--- src/rtl/pipeline_ctrl_pkg.sv ---
// Shared opcodes, ALUOp encodings and hazard-controller state type for the
// 5-stage MIPS pipeline control path.
package pipeline_ctrl_pkg;

  localparam logic [5:0] OP_RTYPE = 6'b000000;
  localparam logic [5:0] OP_LW    = 6'b100011;
  localparam logic [5:0] OP_SW    = 6'b101011;
  localparam logic [5:0] OP_BEQ   = 6'b000100;

  localparam logic [1:0] ALUOP_ADD   = 2'b00;
  localparam logic [1:0] ALUOP_SUB   = 2'b01;
  localparam logic [1:0] ALUOP_FUNCT = 2'b10;

  typedef enum logic [1:0] {
    RUN      = 2'd0,
    MEM_WAIT = 2'd1,
    ERROR    = 2'd2
  } hz_state_t;

  // lw writes rt rather than reading it, so only these formats source rt.
  function automatic logic op_uses_rt(input logic [5:0] op);
    return (op == OP_RTYPE) || (op == OP_SW) || (op == OP_BEQ);
  endfunction

endpackage

--- src/rtl/load_use_detect.sv ---
// Load-use hazard compare: a load in EX whose destination feeds the
// instruction currently in ID.
module load_use_detect
  import pipeline_ctrl_pkg::*;
#(
  parameter int REG_ADDR_W = 5
) (
  input  logic [5:0]            i_opcode_id,
  input  logic [REG_ADDR_W-1:0] i_rs_id,
  input  logic [REG_ADDR_W-1:0] i_rt_id,
  input  logic                  i_memread_ex,
  input  logic [REG_ADDR_W-1:0] i_rt_ex,
  output logic                  o_load_use
);

  logic w_uses_rt, w_rs_hit, w_rt_hit, w_dst_live;

  assign w_uses_rt  = op_uses_rt(i_opcode_id);
  // $zero is never written, so a load targeting it creates no dependency.
  assign w_dst_live = i_memread_ex && (i_rt_ex != '0);
  assign w_rs_hit   = (i_rt_ex == i_rs_id);
  assign w_rt_hit   = w_uses_rt && (i_rt_ex == i_rt_id);
  assign o_load_use = w_dst_live && (w_rs_hit || w_rt_hit);

endmodule

--- src/rtl/pipeline_hazard_ctrl.sv ---
// Pipeline sequencing: stall/flush/bubble/hold decisions plus memory-wait FSM
// with sticky timeout. PIPELINE_HAZARD_STALL_CNT_EN adds a stall_count output.
module pipeline_hazard_ctrl
  import pipeline_ctrl_pkg::*;
#(
  parameter int REG_ADDR_W  = 5,
  parameter int MEM_TIMEOUT = 16,
  parameter int CNT_W       = 8
) (
  input  logic                  clk,
  input  logic                  rst_n,
  input  logic [5:0]            opcode_id,
  input  logic [REG_ADDR_W-1:0] rs_id,
  input  logic [REG_ADDR_W-1:0] rt_id,
  input  logic                  memread_ex,
  input  logic [REG_ADDR_W-1:0] rt_ex,
  input  logic                  branch_taken_mem,
  input  logic                  mem_access_mem,
  input  logic                  dmem_ready,
  output logic                  pc_write,
  output logic                  ifid_write,
  output logic                  ctrl_bubble,
  output logic                  ifid_flush,
  output logic                  idex_flush,
  output logic                  exmem_flush,
  output logic                  pipe_hold,
  output logic                  mem_err
`ifdef PIPELINE_HAZARD_STALL_CNT_EN
  ,output logic [15:0]          stall_count
`endif
);

  localparam logic [CNT_W-1:0] TMO = CNT_W'(MEM_TIMEOUT);

  hz_state_t        r_state, w_state_nxt;
  logic [CNT_W-1:0] r_wait_cnt, w_cnt_nxt;
  logic             r_mem_err, w_err_nxt;
  logic             w_mem_stall, w_load_use;

  assign w_mem_stall = mem_access_mem && !dmem_ready;
  assign mem_err     = r_mem_err;

  load_use_detect #(.REG_ADDR_W(REG_ADDR_W)) u_lud (
    .i_opcode_id  (opcode_id),
    .i_rs_id      (rs_id),
    .i_rt_id      (rt_id),
    .i_memread_ex (memread_ex),
    .i_rt_ex      (rt_ex),
    .o_load_use   (w_load_use)
  );

  always_ff @(posedge clk or negedge rst_n) begin
    if (!rst_n) begin
      r_state    <= RUN;
      r_wait_cnt <= '0;
      r_mem_err  <= 1'b0;
    end else begin
      r_state    <= w_state_nxt;
      r_wait_cnt <= w_cnt_nxt;
      r_mem_err  <= w_err_nxt;
    end
  end

  always_comb begin
    w_state_nxt = r_state;
    w_cnt_nxt   = r_wait_cnt;
    w_err_nxt   = r_mem_err;
    case (r_state)
      RUN: if (w_mem_stall) begin
        w_state_nxt = MEM_WAIT;
        w_cnt_nxt   = CNT_W'(1);
      end
      // Ready or a withdrawn request both end the wait.
      MEM_WAIT: if (!w_mem_stall) begin
        w_state_nxt = RUN;
        w_cnt_nxt   = '0;
      end else if (r_wait_cnt >= TMO) begin
        w_state_nxt = ERROR;
        w_err_nxt   = 1'b1;
      end else begin
        w_cnt_nxt   = r_wait_cnt + CNT_W'(1);
      end
      ERROR:   w_state_nxt = ERROR;
      default: w_state_nxt = RUN;
    endcase
  end

  // A held EX/MEM keeps branch_taken_mem alive, so a branch seen during a
  // memory stall flushes on the ready cycle instead.
  always_comb begin
    pc_write    = 1'b1;
    ifid_write  = 1'b1;
    ctrl_bubble = 1'b0;
    ifid_flush  = 1'b0;
    idex_flush  = 1'b0;
    exmem_flush = 1'b0;
    pipe_hold   = 1'b0;
    if (!rst_n) begin
      pc_write    = 1'b0;
      ifid_write  = 1'b0;
      ctrl_bubble = 1'b1;
    end else if (r_state == ERROR || w_mem_stall) begin
      pc_write    = 1'b0;
      ifid_write  = 1'b0;
      pipe_hold   = 1'b1;
    end else if (branch_taken_mem) begin
      ifid_flush  = 1'b1;
      idex_flush  = 1'b1;
      exmem_flush = 1'b1;
    end else if (w_load_use) begin
      pc_write    = 1'b0;
      ifid_write  = 1'b0;
      ctrl_bubble = 1'b1;
    end
  end

`ifdef PIPELINE_HAZARD_STALL_CNT_EN
  logic [15:0] r_stall_cnt;
  assign stall_count = r_stall_cnt;

  always_ff @(posedge clk or negedge rst_n) begin
    if (!rst_n)
      r_stall_cnt <= '0;
    else if (!pc_write && r_state != ERROR && r_stall_cnt != 16'hFFFF)
      r_stall_cnt <= r_stall_cnt + 16'd1;
  end
`endif

endmodule

--- config.mk ---
export PLATFORM = sky130hd
export DESIGN_NAME = pipeline_hazard_ctrl
export DESIGN_NICKNAME = d
export VERILOG_FILES = /design/src/rtl/pipeline_ctrl_pkg.sv /design/src/rtl/load_use_detect.sv /design/src/rtl/pipeline_hazard_ctrl.sv
export SDC_FILE = /design/constraint.sdc
export NUM_CORES = 1
export LEC_CHECK = 0
export CORE_MARGIN = 3
export CORE_UTILIZATION = 41
export CTS_CLUSTER_DIAMETER = 60
export CTS_CLUSTER_SIZE = 16
export DETAILED_ROUTE_END_ITERATION = 16
export PLACE_DENSITY = 0.78
export SETUP_SLACK_MARGIN = 0.5
export SYNTH_ARGS = -nofsm -noshare
export SYNTH_HDL_FRONTEND = slang
export SYNTH_HIERARCHICAL = 1
export SYNTH_SLANG_ARGS = --single-unit
export TNS_END_PERCENT = 50
--- constraint.sdc ---
create_clock -name clk -period 2.4 [get_ports clk]
set_input_delay 0.6 -clock clk [delete_from_list [all_inputs] [get_ports clk]]
set_output_delay 0.6 -clock clk [all_outputs]
set_load 0.01 [all_outputs]
==> reports/qor.txt, run 1 <==
status = finished with violations
failing checks = setup timing
Mapped Area = 817 um2
CP Buf/Inv Count = 2
Yosys reg bits = 11
setup violators final = 3
# rows = 15
total CTS buffers = 3
synth warn = 6
routed vias/inst = 5.23
final hold vios = 0
FF-to-FF Start = r_wait_cnt[4]
min Tclk post-route = 2520 ps
CTS Root Cell = clkbuf_4
Final nets = 160
die extent in x = 50.6 um
FF-to-FF path depth = 3
layout cells sized above 1 = 34.6%
worst vdd ir = 0.000248 V
filler cell count = 145
Slew HR = 65.4%
placer congestion estimate = 0.839
most numerous cell in the Yosys netlist = dfrtp_1
reg2reg setup slack = 880 ps
dpl ws = -842 ps
final instance area = 1300 um2
Fin Clk Skew = 14.0 ps
pin count of the biggest net entering global routing = 9
post-route clock period utilization = 105%
Sink Count = 11
Synth top cells by count = dfrtp_1, xor2_1, inv_1
hold_buf cts = 0
antenna cells = 0
DIE HEIGHT = 50.6 um
drt drc = 0
Core ar. = 1800 um2
Critical Path Max Stage Delay = 500 ps
sequential area share after synthesis = 33.7%
highest-delay cell along the critical path = or4_1
max-slew violation count = 0
post-synth top area cell = dfrtp_1
Top Ports = 35
max-cap violations = 0
Final WS setup = -121 ps
Critical path origin = opcode_id[0]
dominant synthesized flop cell = dfrtp_1
Post-DP HPWL = 1.88 mm
Synth area leaders = dfrtp_1, xor2_1, a21boi_0, nor4b_2, xnor2_1
Yosys top cell area share = 33.7%
CP top delay family = simple AND/OR/NAND/NOR gates
1st-iter DRT viols = 14
Synth Area per Inst = 9.50 um2
via count = 811
post-place instance area = 1230 um2
Setup crit end kind = output pin
CTS tree = yes
total track usage = 20.9%
static leakage power = 0.000602 uW
Multi-input gate area = 571 um2
grt ovf = 0
final WL = 2.28 mm
Slew @ Worst Pin = 515 ps
number of synthesized flops with an enable pin = 0
f_max = 0.397 GHz
RSZ-0062 raised after global routing = yes
die area = 2560 um2
initial antenna violation count = 0
kind of critical path = in2out
Setup crit start kind = primary input
worst path cell trace = buf_6 -> or4_1 -> o21ai_1 -> nand3_1 -> a21oi_2 -> nand2_1 -> o21ai_2 -> buf_2
syn_nets = 115
P&R area growth vs syn = 59.4%
Starting Density = 45.3%
Gate Count Post-Synth = 86
clock latency on the worst-skew pair = 280 ps
Post-DRT Antenna Nets = 0
final std cells w/o fill = 155
reg2reg end = r_wait_cnt[3]
Hold Path Class = in2async
# placed instances = 149
Stages on worst setup path = 8
distinct cell type count after synthesis = 34
Pre-antenna DRT Iters = 4
clk buf depth = 2
drt wl/cell = 14.7 um
fraction of registers with async set or reset after synthesis = 100%
vias in the first global route = 889
Final Power = 459 uW
CP endpoint = ctrl_bubble
CP required = 1800 ps
first-pass GRT wire length = 3.93 mm
H-tree depth = 1
Seq. cell area = 275 um2
Worst Path Arrival = 1920 ps
Power Density = 352 nW/um2
CP max FO = 2
CTS clk-pin slew, worst paths = 80 ps
PortBufs = 34
==> how the worst min path moves through the flow <==
stage	startpoint	end	slack (ps)
2_1_floorplan	rst_n	mem_err	300
3_3_place_gp	mem_err	mem_err	450
3_5_place_dp	mem_err	mem_err	470
4_1_cts	rst_n	r_wait_cnt[0]	400
5_1_grt	rst_n	r_state[0]	390
6_report	rst_n	r_wait_cnt[0]	360
==> registers in the layout, summed over array words and instances (netlist names) <==
name        flops
mem_err         1
r_wait_cnt      8
r_state         2
==> power breakdown <==
part	switching, uW	internal [uW]	leakage [uW]	total, uW
Sequential	5.62	190	0.000150	196
Combinational	61.3	75.0	0.000437	136
Clock	62.8	64.3	0.0000150	127
==> cell usage in the layout (no fill, tap or decap), types with 2 or more instances in the layout <==
| cell type | Yosys | layout |
|---|---|---|
| o21ai_2 | 0 | 2 |
| a21oi_2 | 0 | 2 |
| a21boi_0 | 4 | 4 |
| buf_6 | 0 | 4 |
| and4b_1 | 2 | 2 |
| clkdlybuf4s15_1 | 0 | 4 |
| nor2_1 | 4 | 4 |
| clkdlybuf4s50_1 | 0 | 7 |
| nand2b_4 | 0 | 2 |
| dlygate4sd2_1 | 0 | 7 |
| buf_4 | 3 | 9 |
| clkdlybuf4s15_2 | 0 | 4 |
| buf_2 | 0 | 6 |
| o21ai_0 | 3 | 2 |
| nand2_1 | 3 | 2 |
| nand3_1 | 4 | 4 |
| nor4b_2 | 2 | 2 |
| dfrtp_1 | 11 | 11 |
| xor2_2 | 0 | 4 |
| a211o_1 | 2 | 2 |
| nand2b_1 | 4 | 2 |
| xor2_1 | 8 | 4 |
| xnor2_1 | 3 | 3 |
| nor2b_1 | 2 | 2 |
| ha_1 | 2 | 2 |
| inv_1 | 6 | 6 |
| or4_4 | 1 | 2 |
| clkbuf_4 | 0 | 3 |
| o2bb2ai_1 | 2 | 2 |
==> layer usage <==
metal | track usage (%) | routed length, um
met1 | 23.7 | 966
met2 | 36.1 | 1210
met3 | 5.64 | 83
met4 | 9.87 | 27
met5 | 0 | 0
==> timing repair <==
item                       in CTS  in global routing
resized for setup              76                  9
setup buffers                   1                  1
pin swaps                      12                 13
setup endpoints to repair       7                  7
==> kinds of logic after synthesis <==
group                      count (synthesis)  share of synthesized area (%)
xor gates and xnor gates                  11                           11.8
adders and majority gates                  2                           3.06
DFF                                       11                           33.7
buffers and inverters                      9                           5.51
AOI/OAI and AO/OA                         20                           16.2
and+or+nand+nor                           32                           28.5
muxes                                      1                           1.23
==> stage by stage <==
stage	hold slack, ps	util [%]	TNS [ps]
finish	356	72.3	-311
global placement	451	68.3	-3270
CTS	401	70.6	-288
floorplan	304	-	0
detailed placement	469	68.3	-3410
global route	392	72.3	-432
==> cell type report <==
class | count | area share (%)
inverter | 6 | 1.73
timing repair buffer | 43 | 28.9
clock buffer | 4 | 2.02
tap | 25 | 2.40
multi-input combinational | 66 | 43.8
sequential | 11 | 21.1
No activity file was read; power rests on OpenSTA's default activity.
==> run 2: changes to the inputs <==
- CTS_CLUSTER_SIZE: 16 -> 28
==> results of run 2 <==
Same layout as run 1: the final DEF is identical, and so are final timing and power.
